[src/rtl/sparse_stream_pkg.sv]
// Shared token encoding and helpers for the sparse stream pipeline.
// A token is {ctrl, payload}; control tokens carry a type in [LVL_W+1:LVL_W].
package sparse_stream_pkg;

   localparam int DATA_W = 16;
   localparam int LVL_W  = 8;
   localparam int TOK_W  = DATA_W + 1;

   typedef enum logic [1:0] {
      CTRL_STOP = 2'b00,
      CTRL_DONE = 2'b01
   } ctrl_t;

   typedef enum logic [1:0] {
      WAIT_OUTER,
      SCAN,
      WAIT_DONE
   } crd_drop_state_t;

   function automatic logic is_ctrl(input logic [TOK_W-1:0] t);
      return t[TOK_W-1];
   endfunction

   function automatic logic is_stop(input logic [TOK_W-1:0] t);
      return t[TOK_W-1] && (t[LVL_W+1:LVL_W] == CTRL_STOP);
   endfunction

   function automatic logic is_done(input logic [TOK_W-1:0] t);
      return t[TOK_W-1] && (t[LVL_W+1:LVL_W] == CTRL_DONE);
   endfunction

   function automatic logic [LVL_W-1:0] stop_level(input logic [TOK_W-1:0] t);
      return t[LVL_W-1:0];
   endfunction

endpackage

[src/rtl/crd_drop_stream_reg.sv]
// One-entry registered output slot: accepts a load when empty or when its
// current entry drains in the same cycle.
module stream_reg #(
   parameter int W = 17
) (
   input  logic         clk,
   input  logic         rst_n,
   input  logic         en_i,
   input  logic         vis_i,
   input  logic         load_i,
   input  logic [W-1:0] data_i,
   output logic         can_load_o,
   output logic [W-1:0] out_data_o,
   output logic         out_valid_o,
   input  logic         out_ready_i
);

   logic         vld_q;
   logic [W-1:0] data_q;
   logic         drain;

   // A disabled tile hides its entry so nothing can drain while it is off.
   assign out_valid_o = vld_q & vis_i;
   assign out_data_o  = data_q;
   assign drain       = out_valid_o & out_ready_i;
   assign can_load_o  = en_i & vis_i & (~vld_q | out_ready_i);

   always_ff @(posedge clk or negedge rst_n) begin
      if (!rst_n) begin
         vld_q  <= 1'b0;
         data_q <= '0;
      end else if (en_i) begin
         if (load_i) begin
            vld_q  <= 1'b1;
            data_q <= data_i;
         end else if (drain) begin
            vld_q  <= 1'b0;
         end
      end
   end

endmodule

[src/rtl/crd_drop.sv]
// Drops outer coordinates whose intersected inner fiber is empty; the inner
// stream passes through untouched.
module crd_drop
   import sparse_stream_pkg::*;
(
   input  logic             clk,
   input  logic             rst_n,
   input  logic             clk_en,
   input  logic             tile_en,
   input  logic [TOK_W-1:0] outer_crd_in,
   input  logic             outer_crd_in_valid,
   output logic             outer_crd_in_ready,
   input  logic [TOK_W-1:0] inner_crd_in,
   input  logic             inner_crd_in_valid,
   output logic             inner_crd_in_ready,
   output logic [TOK_W-1:0] outer_crd_out,
   output logic             outer_crd_out_valid,
   input  logic             outer_crd_out_ready,
   output logic [TOK_W-1:0] inner_crd_out,
   output logic             inner_crd_out_valid,
   input  logic             inner_crd_out_ready,
   output logic             protocol_err
);

   crd_drop_state_t  state_q, state_d;
   logic [TOK_W-1:0] hold_q, hold_d;
   logic             seen_q, seen_d;
   logic             err_q, err_d;
   logic             run_q;
   logic             act;
   logic             o_can_raw, i_can_raw, o_can, i_can;
   logic             o_load, i_load;
   logic [TOK_W-1:0] o_data;

   // run_q keeps the readies low for the first enabled cycle after reset.
   assign act   = clk_en & tile_en & run_q;
   assign o_can = o_can_raw & run_q;
   assign i_can = i_can_raw & run_q;
   assign protocol_err = err_q;

   stream_reg #(.W(TOK_W)) u_outer_reg (
      .clk         (clk),
      .rst_n       (rst_n),
      .en_i        (clk_en),
      .vis_i       (tile_en),
      .load_i      (o_load),
      .data_i      (o_data),
      .can_load_o  (o_can_raw),
      .out_data_o  (outer_crd_out),
      .out_valid_o (outer_crd_out_valid),
      .out_ready_i (outer_crd_out_ready)
   );

   stream_reg #(.W(TOK_W)) u_inner_reg (
      .clk         (clk),
      .rst_n       (rst_n),
      .en_i        (clk_en),
      .vis_i       (tile_en),
      .load_i      (i_load),
      .data_i      (inner_crd_in),
      .can_load_o  (i_can_raw),
      .out_data_o  (inner_crd_out),
      .out_valid_o (inner_crd_out_valid),
      .out_ready_i (inner_crd_out_ready)
   );

   always_comb begin
      state_d            = state_q;
      hold_d             = hold_q;
      seen_d             = seen_q;
      err_d              = err_q;
      o_load             = 1'b0;
      i_load             = 1'b0;
      o_data             = outer_crd_in;
      outer_crd_in_ready = 1'b0;
      inner_crd_in_ready = 1'b0;
      if (act) begin
         case (state_q)
            WAIT_OUTER: begin
               outer_crd_in_ready = o_can;
               if (outer_crd_in_valid && o_can) begin
                  if (!is_ctrl(outer_crd_in)) begin
                     hold_d  = outer_crd_in;
                     seen_d  = 1'b0;
                     state_d = SCAN;
                  end else if (is_stop(outer_crd_in)) begin
                     o_load = 1'b1;
                  end else if (is_done(outer_crd_in)) begin
                     state_d = WAIT_DONE;
                  end else begin
                     err_d = 1'b1;
                  end
               end
            end
            SCAN: begin
               // The first inner coordinate releases the held outer one.
               if (!is_ctrl(inner_crd_in))
                  inner_crd_in_ready = seen_q ? i_can : (i_can & o_can);
               else if (is_done(inner_crd_in))
                  inner_crd_in_ready = i_can & o_can;
               else
                  inner_crd_in_ready = i_can;
               if (inner_crd_in_valid && inner_crd_in_ready) begin
                  if (!is_ctrl(inner_crd_in)) begin
                     i_load = 1'b1;
                     if (!seen_q) begin
                        o_load = 1'b1;
                        o_data = hold_q;
                        seen_d = 1'b1;
                     end
                  end else if (is_stop(inner_crd_in)) begin
                     i_load  = 1'b1;
                     state_d = WAIT_OUTER;
                  end else if (is_done(inner_crd_in)) begin
                     // Early done: terminate both streams so consumers finish.
                     i_load  = 1'b1;
                     o_load  = 1'b1;
                     o_data  = inner_crd_in;
                     err_d   = 1'b1;
                     state_d = WAIT_DONE;
                  end else begin
                     err_d = 1'b1;
                  end
               end
            end
            WAIT_DONE: begin
               inner_crd_in_ready = is_done(inner_crd_in) ? (i_can & o_can) : 1'b1;
               if (inner_crd_in_valid && inner_crd_in_ready) begin
                  if (is_done(inner_crd_in)) begin
                     i_load  = 1'b1;
                     o_load  = 1'b1;
                     o_data  = inner_crd_in;
                     state_d = WAIT_OUTER;
                  end else begin
                     err_d = 1'b1;
                  end
               end
            end
            default: state_d = WAIT_OUTER;
         endcase
      end
   end

   always_ff @(posedge clk or negedge rst_n) begin
      if (!rst_n) begin
         state_q <= WAIT_OUTER;
         hold_q  <= '0;
         seen_q  <= 1'b0;
         err_q   <= 1'b0;
         run_q   <= 1'b0;
      end else if (clk_en) begin
         run_q   <= 1'b1;
         state_q <= tile_en ? state_d : WAIT_OUTER;
         hold_q  <= hold_d;
         seen_q  <= seen_d;
         err_q   <= err_d;
      end
   end

endmodule

[config.mk]
export PLATFORM = sky130hd
export DESIGN_NAME = crd_drop
export DESIGN_NICKNAME = d
export VERILOG_FILES = /design/src/rtl/sparse_stream_pkg.sv /design/src/rtl/crd_drop_stream_reg.sv /design/src/rtl/crd_drop.sv
export SDC_FILE = /design/constraint.sdc
export NUM_CORES = 1
export LEC_CHECK = 0
export CORE_MARGIN = 3
export CORE_UTILIZATION = 55
export CTS_CLUSTER_SIZE = 16
export DETAILED_ROUTE_END_ITERATION = 16
export PLACE_DENSITY = 0.94
export SLEW_MARGIN = 20
export SYNTH_ARGS = -nofsm -noshare
export SYNTH_HDL_FRONTEND = slang
export SYNTH_SLANG_ARGS = --single-unit
[constraint.sdc]
create_clock -name clk -period 6.2 [get_ports clk]
set_input_delay 1.86 -clock clk [delete_from_list [all_inputs] [get_ports clk]]
set_output_delay 1.86 -clock clk [all_outputs]
set_load 0.005 [all_outputs]
Yosys cells after proc, flatten, opt, wreduce, memory -nomap -nowiden
Cells that the tools add are included.
{ "word_totals": {"output_inout_bits": 39, "word_cells": 138, "input_bits": 42, "regBits": 57} }
{ "op_classes": {"muxes": 67, "eq_ne": 24, "n_bitwise": 16, "n_reduce_logical": 22} }
{ "op_table": {"columns": ["cell", "n"], "rows": [
  ["17-bit 2-to-1 mux", 8],
  ["1-bit 2-to-1 mux", 40],
  ["17-bit case mux with 2 select lines", 1],
  ["2-bit 2-to-1 mux", 12],
  ["2-bit != test (second input constant)", 11],
  ["3-bit != test (second input constant)", 5],
  ["4-bit != test (second input constant)", 3],
  ["12-bit AND reduction", 1],
  ["1-bit bitwise AND", 11],
  ["10-bit AND reduction", 1],
  ["2-bit AND reduction", 4],
  ["1-bit logical AND", 7],
  ["7-bit AND reduction", 1],
  ["2-bit by 1-bit == test with 1-bit output (second input constant)", 3],
  ["2-bit logical NOT", 3],
  ["1-bit case mux with 2 select lines", 3],
  ["1-bit case mux with 3 select lines", 2],
  ["2-bit case mux with 3 select lines", 1],
  ["2-bit nonzero test", 3],
  ["5-bit AND reduction", 1],
  ["1-bit NOT", 3],
  ["3-bit nonzero test", 1],
  ["2-bit == test (second input constant)", 1],
  ["2-bit by 1-bit != test with 1-bit output (second input constant)", 1],
  ["1-bit bitwise OR", 2]
]} }

Longest topological paths before layout
{ "logic_depth": {"word_depth": 15, "depth_mapped": 10, "depth_no_buf": 8} }

Hierarchy
A second synthesis with hierarchy kept.
{ "hier_totals": {"hier_cells": 310, "area_unflattened_um2": 3498.4} }
{ "modules_own_cells": {"columns": ["mod", "instances", "area_each_um2", "cells_per_inst"], "rows": [
  ["crd_drop", 1, 2029.4, 224],
  ["stream_reg", 2, 734.5, 43]
]} }

Least setup slack after synthesis
No wires, ideal clock.
{ "synth_path": {"path_type": "input-to-output", "startpoint": "input clk_en", "endpoint": "output inner_crd_in_ready", "stages": 6, "t_arrival_ns": 2.838, "slack_ns": 1.502, "t_required_ns": 4.340, "n_path_buf": 2, "cell_sequence": "buf_4 and3_1 buf_4 o211ai_2 or3_1 a21oi_1"} }
{ "synth_via": {"elab_chain_cells": 10, "elab_cells_between_ends": 15, "classes_between": "mux: 8; bitwise: 7"} }
{ "synth_lines": {"columns": ["item", "line", "text"], "rows": [
  ["start: declaration", "crd_drop.sv:8", "input logic clk_en,"],
  ["1-bit bitwise AND *", "crd_drop_stream_reg.sv:26, crd_drop.sv:36", null],
  ["1-bit bitwise AND", "crd_drop_stream_reg.sv:26", "assign can_load_o = en_i & vis_i & (~vld_q | out_ready_i);"],
  ["1-bit bitwise AND (on tied branches)", "crd_drop.sv:38, crd_drop.sv:37", null],
  ["1-bit bitwise AND", "crd_drop.sv:98, crd_drop.sv:100, crd_drop.sv:127", null],
  ["1-bit 2-to-1 mux (on tied branches)", "crd_drop.sv:98, crd_drop.sv:99", null],
  ["1-bit 2-to-1 mux", "crd_drop.sv:97", "if (!is_ctrl(inner_crd_in))"],
  ["1-bit 2-to-1 mux", "crd_drop.sv:78", "case (state_q)"],
  ["1-bit 2-to-1 mux", "crd_drop.sv:77", "if (act) begin"],
  ["1-bit case mux with 2 select lines", "crd_drop.sv:78", null],
  ["1-bit 2-to-1 mux *", "crd_drop.sv:77", null],
  ["end: declaration", "crd_drop.sv:15", "output logic inner_crd_in_ready,"]
]} }
Every way passes the cells marked *; elsewhere a longest branch is shown, timed or not. The select of a mux whose other input is x is not followed.

Worst setup path in the final report
Same ends and word-level chain as after synthesis.

==> metrics.yaml <==
drt:
  wl_per_cell_microns: 21.75
  antenna_left: 0
  vias: 3514
  drt_wl_total_microns: 11370
  first_pass_iters: 6
  drc_errors: 0
  drtIter0Drc: 277
  post_drt_via_cell_ratio: 6.719
placement:
  numPortBuffers: 80
  dp.cells: 507
  pre_cts_ws_ns: 0.3933
  place_hpwl_microns: 7758
  globalplace.congestion: 0.9709
yosys:
  synth_edf_count: 0
  synthAdderAreaFrac_pct: 1.349
  ys.flop_type: "dfrtp_1"
  synth_xor_area_share_pct: 0
  syn_avg_cell_area_sq_um: 10.20
  syn_nets: 410
  synth_seq_area_share_pct: 38.44
  synth_compound_area_share_pct: 23.20
  synthSimpleGateAreaFrac_pct: 12.44
  synthMuxAreaShare_pct: 19.93
  synth_cell_types: 57
  synth_area_sq_um: 3711
  synth_cells: 364
  yosys_warnings: 0
  async_reset_ff_share_pct: 100.0
  ys_ff_latch: 57
  synth_top_family_by_area: "compound AO/OA/AOI/OAI gates"
power:
  intPower_mw: 1.111
  combPwrFrac_pct: 39.5
  swShare_pct: 33.74
  seqPwrFrac_pct: 35.5
  p_leak_nw: 1.926
  clkPwrFrac_pct: 25.0
  power_density_nw_per_um2: 349.5
  power.total_mw: 1.677
  ir_worst_vdd_uv: 237.2
  power_switching_mw: 0.5658
timing:
  rsz0062_at_grt: "false"
  relSlewSlack_pct: 28.57
  drv_slew: 0
  period_needed_ns: 5.849
  finalWorstSetupSlack_ns: 0.3508
  post-route-period-util_pct: 94.34
  final_hold_viol_count: 0
  skew_ns: 0.009845
  tns_ns: 0
  setup_viol: 0
  fmax_mhz: 171.0
  worst_slew_pin_slew_ns: 1.069
setup_path:
  setup.worst_path.end: "inner_crd_in_ready"
  crit_type: "in -> out"
  r2r_slack_ns: 3.16
  worstPathArrival_ns: 3.99
  r2r_end: "u_inner_reg.out_data_o[1]$_DFFE_PN0P_"
  crit_required_ns: 4.34
  slowest_stage: "clkdlybuf4s50_1"
  path_max_fanout: 9
  r2r_cells: 8
  start_kind: "primary input"
  rr_startpoint: "run_q$_DFFE_PN0P_"
  startpoint: "clk_en"
  crit_path_cell_trace: "clkdlybuf4s50_1, and3_1, o211ai_2, or3_1, a21oi_1, clkdlybuf4s50_1"
  max_stage_delay_ns: 0.63
  cpMostUsedCell: "clkdlybuf4s50_1"
  endpoint_kind: "primary output"
layout:
  multi_input_area_sq_um: 2127
  finalNonFillerCells: 523
  nFillCells: 449
  drive_gt1_share_pct: 19.51
  layout_common_cells: "clkdlybuf4s50_1, dfrtp_1, mux2_2, nand2_1, o21ai_0"
  fin_util_pct: 74.29
  n_antenna_cell: 0
  area.growth.synth_to_final_pct: 29.30
  final_common_cell: "clkdlybuf4s50_1"
  regArea_sq_um: 1426
  finalNetCount: 487
grt:
  grt_util_met2_pct: 49.38
  grtUsageMet1_pct: 38.76
  met3_usage_pct: 6.961
  grt_max_degree: 58
  grt.overflow.total: 0
  grt_pass1_vias: 3594
  antenna_found_initial: 0
  grt.busiest_layer: "met2"
  track_usage_pct: 30.61
  grt_pass1_wl_microns: 17950
worst_hold_path:
  worstHoldStart: "u_outer_reg.out_data_o[7]$_DFFE_PN0P_"
  holdCritPathClass: "reg -> reg"
clock_tree:
  clockBufferDepth: 2
  cts_max_level: 3
  clock_tree.root_cell: "clkbuf_8"
  cts_sinks: 57
  clk_pin_slew_ns: 0.07
  clock_latency_ns: 0.36
  post-cts-setup-buffers: 0
  ctsResizeCount: 0
  cts_tree: "yes"
  holdBufCountCts: 0
  cts_made_buffers: 9
die:
  initial_utilization_pct: 57.46
  core_sq_um: 6459
  die_w_microns: 88.14
  io_pins: 81
  row_count: 29
  die_h_microns: 88.14
  dieArea_sq_um: 7769
status:
  status: "finished, final reports clean"
run:
  maxCapViolCount: 0
[cell families (layout without fill, tap and decap cells)]
kind of cell,Yosys count,count (layout)
fa+ha+maj,4,4
simple gates,89,89
compound gates,114,114
mux,65,65
buf+inv,35,117
flops,57,57
[routing by layer]
metal,vias to the layer above,part of all wire (%)
met5,-,0
met4,0,3.2
met3,39,7.8
li1,1543,-
met1,1716,41
met2,216,48
[worst min path at each step]
stage | cells after the start | endpoint | slack (ns)
after floorplan | 2 | hold_q[6]$_DFFE_PN0P_ | 0.45
after global placement | 1 | protocol_err$_DFFE_PN0P_ | 0.46
after detailed placement | 1 | protocol_err$_DFFE_PN0P_ | 0.47
after CTS | 1 | protocol_err$_DFFE_PN0P_ | 0.48
after global routing | 1 | protocol_err$_DFFE_PN0P_ | 0.49
final | 2 | u_outer_reg.out_data_o[7]$_DFFE_PN0P_ | 0.48
[sequential cells by signal (all words and copies together), names as in the netlist]
signal	count
u_outer_reg.vld_q	1
state_q	2
seen_q	1
u_inner_reg.vld_q	1
u_inner_reg.out_data_o	17
protocol_err	1
u_outer_reg.out_data_o	17
run_q	1
hold_q	16
[metrics by stage]
step                hold WS (ns)  cell area, sq um
floorplan                 0.4492              3711
global placement          0.4554              4561
detailed placement        0.4657              4561
CTS                       0.4796              4790
global route              0.4944              4798
finish                    0.4769              4798
[layout make-up]
type	count	area share, %
Clock inverter	4	1.538
Multi-Input combinational cell	272	44.33
Inverter	9	0.7040
Tap cell	77	2.008
Clock buffer	12	3.233
Sequential cell	57	29.73
Timing Repair Buffer	92	18.46
[critical path: cells and delay by family]
kind / cells / cell delay [ns]
AO/OA/AOI/OAI: 2 / 0.33
buffers and inverters: 2 / 1.17
AND/OR/NAND/NOR: 2 / 0.63
[power groups by stage]
stage	clock, mW	sequential, mW	combinational, mW
3_3_place_gp	0	0.591	0.628
3_5_place_dp	0	0.597	0.650
2_1_floorplan	0	0.582	0.365
6_report	0.419	0.596	0.662
5_1_grt	0.439	0.609	0.715
4_1_cts	0.419	0.593	0.655
[cells in the mapped netlist (all sizes together) (2+ instances only)]
library cell / n / area share, %
nor4: 3 / 0.51
and3: 3 / 0.51
ha: 4 / 1.3
o221ai: 6 / 1.4
nor2: 15 / 1.6
o211ai: 3 / 0.74
o22ai: 6 / 1.0
o211a: 7 / 1.9
or4b: 2 / 0.54
nand2b: 3 / 0.51
a221oi: 4 / 0.94
a31oi: 4 / 0.67
mux2: 44 / 14
clkbuf: 11 / 1.1
or2: 4 / 0.67
mux2i: 21 / 5.7
nand3: 12 / 1.6
nor3: 3 / 0.71
nor2b: 4 / 0.67
buf: 15 / 2.6
a21boi: 7 / 1.4
nand2: 31 / 3.1
inv: 9 / 0.91
dfrtp: 57 / 38
nand3b: 2 / 0.40
and2: 2 / 0.34
o31ai: 5 / 1.1
o21ai: 28 / 3.8
a211oi: 14 / 2.8
a21oi: 12 / 1.6
o221a: 6 / 1.8
a2111oi: 2 / 1.5
No activity file was read; power rests on OpenSTA's default activity.
